File: config.mk
export PLATFORM = sky130hd
export DESIGN_NAME = sddac_ctrl
export DESIGN_NICKNAME = d
export VERILOG_FILES = /design/src/rtl/sddac_ctrl.sv
export SDC_FILE = /design/constraint.sdc
export NUM_CORES = 1
export LEC_CHECK = 0
export ABC_CLOCK_PERIOD_IN_PS = 2300
export CAP_MARGIN = 5
export CORE_MARGIN = 2
export CORE_UTILIZATION = 45
export CTS_CLUSTER_SIZE = 8
export DETAILED_ROUTE_END_ITERATION = 6
export PLACE_DENSITY_LB_ADDON = 0.08
export SLEW_MARGIN = 20
export SYNTH_ARGS = -nofsm -noshare
export SYNTH_HDL_FRONTEND = slang
export SYNTH_SLANG_ARGS = --single-unit
File: constraint.sdc
create_clock -name clk -period 2.3 [get_ports clk]
set_clock_uncertainty 0.15 [all_clocks]
set_input_delay 0.46 -clock clk [delete_from_list [all_inputs] [get_ports clk]]
set_output_delay 0.46 -clock clk [all_outputs]
set_load 0.01 [all_outputs]
File: src/rtl/sddac_ctrl.sv
// Sample-rate scheduler and soft-mute controller feeding the sigma-delta DAC modulator.
// A small PCM FIFO is drained one sample every OSR clocks; mute ramps the output linearly to zero.
module sddac_ctrl #(
   parameter int W         = 16,
   parameter int OSR       = 64,
   parameter int DEPTH     = 4,
   parameter int RAMP_STEP = 256
) (
   input  logic                       clk,
   input  logic                       rst_n,
   input  logic                       s_valid,
   input  logic [W-1:0]               s_data,
   output logic                       s_ready,
   input  logic                       enable,
   input  logic                       mute,
   output logic signed [W-1:0]        dac_sig,
   output logic                       sample_tick,
   output logic                       underrun,
   output logic [1:0]                 state,
   output logic [$clog2(DEPTH):0]     fifo_level
);

   localparam int AW = $clog2(DEPTH);
   localparam int LW = AW + 1;
   localparam int CW = $clog2(OSR);
   localparam logic signed [W:0] STEP = (W+1)'(RAMP_STEP);

   typedef enum logic [1:0] {
      IDLE  = 2'd0,
      RUN   = 2'd1,
      RAMP  = 2'd2,
      MUTED = 2'd3
   } state_t;

   state_t          state_q;
   state_t          state_n;
   state_t          eff_state;
   logic [CW-1:0]   cnt;
   logic            tick;

   logic [W-1:0]    mem [DEPTH];
   logic [AW-1:0]   wr_ptr;
   logic [AW-1:0]   rd_ptr;
   logic [LW-1:0]   level;
   logic            push;
   logic            pop_req;
   logic            do_pop;
   logic            fifo_empty;

   logic signed [W-1:0] dac_n;
   logic                under_n;
   logic signed [W:0]   dac_ext;
   logic signed [W:0]   dac_mag;
   logic signed [W:0]   dac_ramped;

   assign state      = state_q;
   assign fifo_level = level;
   assign s_ready    = (level != LW'(DEPTH));
   assign fifo_empty = (level == '0);
   assign push       = s_valid && s_ready;
   assign tick       = (state_q != IDLE) && (cnt == CW'(OSR - 1));
   assign do_pop     = pop_req && enable;

   // Ramp arithmetic in W+1 bits so the magnitude of the most negative sample is representable.
   assign dac_ext    = {dac_sig[W-1], dac_sig};
   assign dac_mag    = dac_ext[W] ? -dac_ext : dac_ext;
   assign dac_ramped = dac_ext[W] ? (dac_ext + STEP) : (dac_ext - STEP);

   // Mode changes take effect in the same cycle, so a coincident tick follows the new mode's rule.
   always_comb begin
      eff_state = state_q;
      if (state_q == RUN && mute)
         eff_state = RAMP;
      else if ((state_q == RAMP || state_q == MUTED) && !mute)
         eff_state = RUN;

      state_n = eff_state;
      dac_n   = dac_sig;
      under_n = underrun;
      pop_req = 1'b0;

      if (tick) begin
         unique case (eff_state)
            RUN: begin
               if (!fifo_empty) begin
                  pop_req = 1'b1;
                  dac_n   = mem[rd_ptr];
               end else begin
                  under_n = 1'b1;
               end
            end
            RAMP: begin
               pop_req = !fifo_empty;
               if (dac_mag <= STEP) begin
                  dac_n   = '0;
                  state_n = MUTED;
               end else begin
                  dac_n = dac_ramped[W-1:0];
               end
            end
            MUTED: begin
               pop_req = !fifo_empty;
               dac_n   = '0;
            end
            default: ;
         endcase
      end
   end

   always_ff @(posedge clk) begin
      if (push)
         mem[wr_ptr] <= s_data;
   end

   always_ff @(posedge clk) begin
      if (!rst_n) begin
         wr_ptr <= '0;
         rd_ptr <= '0;
         level  <= '0;
      end else begin
         if (push)
            wr_ptr <= wr_ptr + AW'(1);
         if (do_pop)
            rd_ptr <= rd_ptr + AW'(1);
         unique case ({push, do_pop})
            2'b10:   level <= level + LW'(1);
            2'b01:   level <= level - LW'(1);
            default: level <= level;
         endcase
      end
   end

   always_ff @(posedge clk) begin
      if (!rst_n) begin
         state_q     <= IDLE;
         dac_sig     <= '0;
         sample_tick <= 1'b0;
         underrun    <= 1'b0;
         cnt         <= '0;
      end else if (!enable) begin
         state_q     <= IDLE;
         dac_sig     <= '0;
         sample_tick <= 1'b0;
         underrun    <= 1'b0;
         cnt         <= '0;
      end else if (state_q == IDLE) begin
         state_q     <= mute ? MUTED : RUN;
         sample_tick <= 1'b0;
         cnt         <= '0;
      end else begin
         state_q     <= state_n;
         dac_sig     <= dac_n;
         underrun    <= under_n;
         sample_tick <= tick;
         cnt         <= tick ? '0 : cnt + CW'(1);
      end
   end

endmodule

==> flow_metrics.env, run 1 <==
export IMPL_path_buf_inv=1
export IMPL_final_seq_area_sq_um=2640
export IMPL_drt_wl_total_microns=9802
export IMPL_cts_tree="done"
export IMPL_die_h_microns=104.1
export IMPL_clk_pin_slew_ps=110
export IMPL_core_area_sq_um=9729
export IMPL_clock_fmax_mhz=412.8
export IMPL_grt_first_pass_wirelength_microns=16270
export IMPL_hold_path_class="flop to flop"
export IMPL_hold_viol_final=0
export IMPL_final_common_cell="edfxtp_1"
export IMPL_ys_flop_type="edfxtp_1"
export IMPL_drc=0
export IMPL_yosys_top_cells_area="edfxtp_1, dfxtp_1, mux4_2, ha_1, a21oi_1"
export IMPL_wl_per_cell_microns=16.28
export IMPL_ant_nets=0
export IMPL_htree_levels=3
export IMPL_synth_simple_gate_area_share_pct=10.91
export IMPL_synth_mux_area_share_pct=8.442
export IMPL_status="finished, violations left"
export IMPL_netlist_instances=359
export IMPL_synth_top_area_share_pct=42.65
export IMPL_seq_area_frac_synth_pct=58.21
export IMPL_grt_pass1_vias=3201
export IMPL_yosys_cell_types_count=54
export IMPL_crit_path_cell_trace="inv_2, ha_4, or2b_4, nor4_4, mux2i_1, and4_4, a31oi_4, a221oi_2, a211oi_1"
export IMPL_end_kind="flop"
export IMPL_p_leak_nw=2.119
export IMPL_fin_setup_tns_ps=-664.0
export IMPL_vias=3202
export IMPL_drt_iter0_drc=94
export IMPL_synth_top_cell_by_area="edfxtp_1"
export IMPL_finalMaxSlewViolations=0
export IMPL_synth_seq_cells=99
export IMPL_io_buffers=44
export IMPL_clock_root_buffer="clkbuf_8"
export IMPL_cts_buffers=9
export IMPL_violations="negative setup slack"
export IMPL_fin_crit_ps=2422
export IMPL_post_route_period_util_pct=105.3
export IMPL_drive_gt1_share_pct=29.85
export IMPL_critical_path_max_stage_delay_ps=370
export IMPL_synthXorXnorAreaFrac_pct=2.916
export IMPL_worst_slack_ps=-122.4
export IMPL_syn_to_final_growth_pct=32.88
export IMPL_synthAdderAreaFrac_pct=4.776
export IMPL_ys_warn_count=0
export IMPL_start_util_pct=46.31
export IMPL_grt_max_degree=19
export IMPL_worstPathRequired_ps=2390
export IMPL_synth_edff_count=64
export IMPL_synth_nets=396
export IMPL_grt_overflow_total=0
export IMPL_final_instance_count_excl_fill=602
export IMPL_routabilityCongestion=0.7646
export IMPL_clock_sinks=99
export IMPL_synthArstFlopShare_pct=0
export IMPL_tightest_slew_ps=377.6
export IMPL_cp_max_fo=6
export IMPL_track_usage_pct=18.90
export IMPL_hpwl_microns=6899
export IMPL_antenna_cells=0
export IMPL_setup_viol=14
export IMPL_cts_buffer_depth=2
export IMPL_die_w_microns=104.1
export IMPL_synth_top_family_by_area="compound AO/OA/AOI/OAI gates"
export IMPL_drt_pass1_iterations=4
export IMPL_boundaryPins=45
export IMPL_hold_buffers=0
export IMPL_rsz0062_at_grt="yes"
export IMPL_die_area_sq_um=10830
export IMPL_critPathArrivalTime_ps=2510
export IMPL_path_class="flop to flop"
export IMPL_power_density_nw_per_um2=658.9
export IMPL_placedCellCount=578
export IMPL_num_rows=36
export IMPL_syn_area_per_cell_sq_um=12.55
export IMPL_critPathSlowestCell="dfxtp_4"
export IMPL_slew_headroom_pct=74.75
export IMPL_irDropWorstVdd_v=0.0003989
export IMPL_synth_compound_area_share_pct=11.30
export IMPL_startpoint_type="flop"
export IMPL_final_cell_mix="edfxtp_1, buf_4, clkdlybuf4s50_1"
export IMPL_nets=501
export IMPL_fillers=797
export IMPL_netlist_area_sq_um=4506
export IMPL_clock_latency_ps=360
export IMPL_grt_antenna_before_repair=0
export IMPL_multi_input_area_sq_um=1912
export IMPL_max_cap_viol_count=0
export IMPL_cpLargestDelayFamily="simple AND/OR/NAND/NOR gates"
export IMPL_vias_per_cell=5.319
[state kept, by name, summed over array words and instances, names as in the netlist, named ones only]
signal,flops
mem,64
dac_sig,16
cnt,6
fifo_level,3
rd_ptr,2
state,2
wr_ptr,2
sample_tick,1
underrun,1
[worst register-to-register path, cell delays in order, from the launching register on]
cell and delay (ps):
dfxtp_4 370, inv_2 60, ha_4 120, or2b_4 290, nor4_4 290, mux2i_1 230
and4_4 270, a31oi_4 160, a221oi_2 310, a211oi_1 80
[logic make-up after synthesis]
group,Yosys count
flops,99
simple gates,97
compound gates,80
buf+inv,34
mux,18
fa+ha+maj,16
xor+xnor,15
[worst paths after layout]
check	from	endpoint	slack, ps	cells past startpoint
worst min-delay path	cnt[0]	cnt[0]	290	1
worst max register to register	dac_sig[1]	dac_sig[9]	-120	9
worst min register to register	cnt[0]	cnt[0]	290	1
worst max-delay path	dac_sig[1]	dac_sig[9]	-120	9
[stage by stage]
step | power, mW | setup WS, ps | util, % | cell area, sq um | hold slack [ps]
final | 3.945 | -122.4 | 61.54 | 5987 | 294.7
after global routing | 4.118 | -212.5 | 61.54 | 5987 | 317.9
after CTS | 3.953 | -126.4 | 60.83 | 5918 | 301.0
after detailed placement | 2.887 | -224.3 | 58.09 | 5652 | 286.0
after global placement | 2.871 | -177.1 | 58.09 | 5652 | 280.0
after floorplan | 2.492 | -27.53 | - | 4632 | 270.3
[final cells by class]
cell class,instances,area share [%]
flip-flops and latches,99,44.10
multi-input cells,227,31.93
repair buffers,109,16.95
well taps,133,2.780
clock buffers,9,2.069
inverters,18,1.170
clock inverters,7,1.003
[cells in the mapped netlist, drive strengths merged (2+ instances only)]
cell type	instances
and3	8
mux2i	2
nand2	21
and2	8
mux4	16
inv	17
ha	14
or3	3
a22oi	2
a32oi	4
xor2	8
a21oi	26
a221oi	3
dfxtp	35
or4	2
xnor2	7
clkbuf	10
edfxtp	64
nand4	2
o31ai	2
nand3	10
a31oi	3
nor4	5
o22ai	2
o21ai	22
nor2	27
a211oi	6
a21boi	2
nor3	6
buf	6
fa	2
[where the power goes]
part | internal, mW | leakage, nW | switching, mW
sequential | 1.98 | 0.877 | 0.0449
combinational | 0.441 | 1.15 | 0.424
clock | 0.413 | 0.0913 | 0.638
[timing repair]
item	CTS	global route
pin swaps	4	5
gates cloned	1	0
setup endpoints to repair	15	18
gates resized for setup	7	15
buffers inserted	5	2
[routing by layer]
| layer | part of all wire (%) | routed length [microns] | global-route usage (%) |
|---|---|---|---|
| met5 | 0 | 0 | 0 |
| met4 | 0.81 | 79 | 6.178 |
| met3 | 3.6 | 353 | 2.882 |
| met2 | 49 | 4827 | 30.97 |
| met1 | 46 | 4541 | 25.94 |
Power figures use the tool's default switching activity.
==> run 2, diff against run 1 <==
CORE_MARGIN = not set   (was 2)
==> run 2 against run 1 <==
The run still ends with negative setup slack left. Sequential share of layout area shrank 0.59 points. Global-route usage grew 1.8 points. Flip-flop and latch count is the same. Critical path type unchanged. Critical endpoint unchanged. Largest cell class unchanged.
==> flow_metrics.env, run 2 (synthesis results as in run 1) <==
export IMPL_startpoint_type="flop"
export IMPL_worstPathRequired_ps=2390
export IMPL_wl_per_cell_microns=16.50
export IMPL_status="finished, violations left"
export IMPL_placedCellCount=581
export IMPL_grt_antenna_before_repair=0
export IMPL_clock_root_buffer="clkbuf_8"
export IMPL_grt_max_degree=19
export IMPL_htree_levels=3
export IMPL_drt_pass1_iterations=4
export IMPL_finalMaxSlewViolations=0
export IMPL_ant_nets=0
export IMPL_final_cell_mix="buf_4, edfxtp_1, clkdlybuf4s50_1"
export IMPL_clock_fmax_mhz=406.8
export IMPL_grt_overflow_total=0
export IMPL_num_rows=36
export IMPL_final_seq_area_sq_um=2643
export IMPL_swShare_pct=28.42
export IMPL_path_class="flop to flop"
export IMPL_drt_wl_total_microns=10050
export IMPL_boundaryPins=45
export IMPL_reg_largest_list="mem: 64 flops, dac_sig: 16 flops, cnt: 6 flops"
export IMPL_track_usage_pct=20.74
export IMPL_clock_latency_ps=360
export IMPL_p_total_mw=4.012
export IMPL_cts_tree="done"
export IMPL_cp_max_fo=6
export IMPL_p_switching_mw=1.140
export IMPL_rsz0062_at_grt="yes"
export IMPL_internal_power_mw=2.872
export IMPL_vias_per_cell=5.319
export IMPL_violations="negative setup slack"
export IMPL_hold_path_class="flop to flop"
export IMPL_core_area_sq_um=9729
export IMPL_die_area_sq_um=10420
export IMPL_drive_gt1_share_pct=32.77
export IMPL_nets=508
export IMPL_multi_input_area_sq_um=1957
export IMPL_pwr_share_comb_pct=23.2
export IMPL_worst_slack_ps=-158.1
export IMPL_irDropWorstVdd_v=0.0004704
export IMPL_cts_buffers=9
export IMPL_vias=3239
export IMPL_drc=0
export IMPL_grt_first_pass_wirelength_microns=15850
export IMPL_top_register="mem"
export IMPL_clock_sinks=99
export IMPL_pwr_share_seq_pct=50.6
export IMPL_post_route_period_util_pct=106.9
export IMPL_drt_iter0_drc=124
export IMPL_syn_to_final_growth_pct=34.82
export IMPL_setup_viol=17
export IMPL_hpwl_microns=6891
export IMPL_p_leak_nw=2.156
export IMPL_critPathArrivalTime_ps=2550
export IMPL_power_density_nw_per_um2=660.5
export IMPL_tightest_slew_ps=434.2
export IMPL_largest_reg_flops=64
export IMPL_antenna_cells=0
export IMPL_die_h_microns=102.1
export IMPL_fin_crit_ps=2458
export IMPL_grt_pass1_vias=3017
export IMPL_max_cap_viol_count=0
export IMPL_clk_pin_slew_ps=110
export IMPL_final_instance_count_excl_fill=609
export IMPL_start_util_pct=46.31
export IMPL_clkPwrFrac_pct=26.2
export IMPL_io_buffers=44
export IMPL_hold_viol_final=0
export IMPL_cts_buffer_depth=2
export IMPL_end_kind="flop"
export IMPL_routabilityCongestion=0.7948
export IMPL_fillers=830
export IMPL_final_common_cell="buf_4"
export IMPL_slew_headroom_pct=70.83
export IMPL_die_w_microns=102.1
run 2: cell count changes in the layout (fill, tap and decap cells not counted), sizes merged:
cell,change
buf,+7
inv,-1
clkinvlp,+1
run 2: power groups by stage:
stage / clock (mW) / combinational, mW / sequential [mW]
floorplan: 0 / 0.400 / 2.09
global placement: 0 / 0.821 / 2.07
detailed placement: 0 / 0.835 / 2.07
CTS: 1.07 / 0.878 / 2.03
global route: 1.15 / 1.00 / 2.04
finish: 1.05 / 0.930 / 2.03
run 2: routing by layer:
layer	vias up	global-route usage, %	share of wire (%)
li1	1573	-	-
met1	1594	29.34	47
met2	68	32.99	49
met3	4	4.241	3.5
met4	0	5.165	0.39
met5	-	0	0
run 2: area by class of cell:
type,instances,area share (%)
multi-input combinational,227,32.21
inverter,18,1.215
tap,133,2.739
clock inverter,7,0.9887
sequential,99,43.50
clock buffer,9,2.039
timing repair buffer,116,17.30
run 2: path summary, 6_finish.rpt:
check	start	end	slack (ps)	cells after the start
max	dac_sig[1]	dac_sig[9]	-160	10
max reg2reg	dac_sig[1]	dac_sig[9]	-160	10
min	cnt[0]	cnt[0]	300	1
min reg2reg	cnt[0]	cnt[0]	300	1
run 2: metrics by stage:
step | worst slack (ps) | cell area, sq um | utilization (%) | TNS (ps) | hold WS [ps]
6_report | -158.1 | 6075 | 62.44 | -1666 | 299.7
5_1_grt | -271.1 | 6075 | 62.44 | -3585 | 318.7
4_1_cts | -113.3 | 5991 | 61.57 | -889.1 | 298.8
3_3_place_gp | -188.1 | 5662 | 58.19 | -990.8 | 279.7
3_5_place_dp | -237.2 | 5662 | 58.19 | -1784 | 283.9
2_1_floorplan | -27.53 | 4632 | - | -27.53 | 270.3
run 2: critical path, stage by stage (launching register included):
cell	delay [ps]
dfxtp_4	370
inv_4	60
ha_4	120
or2b_4	280
buf_4	140
nor4_4	210
mux2i_1	210
and4_4	270
a31oi_4	150
a221oi_2	300
a211oi_1	70
run 2: what timing repair did:
action	4_1_cts	5_1_grt
gates cloned	1	0
setup buffers	8	4
pin swaps	14	11
resized for setup	17	14
endpoints found under the setup margin	18	18
hold buffers	0	0
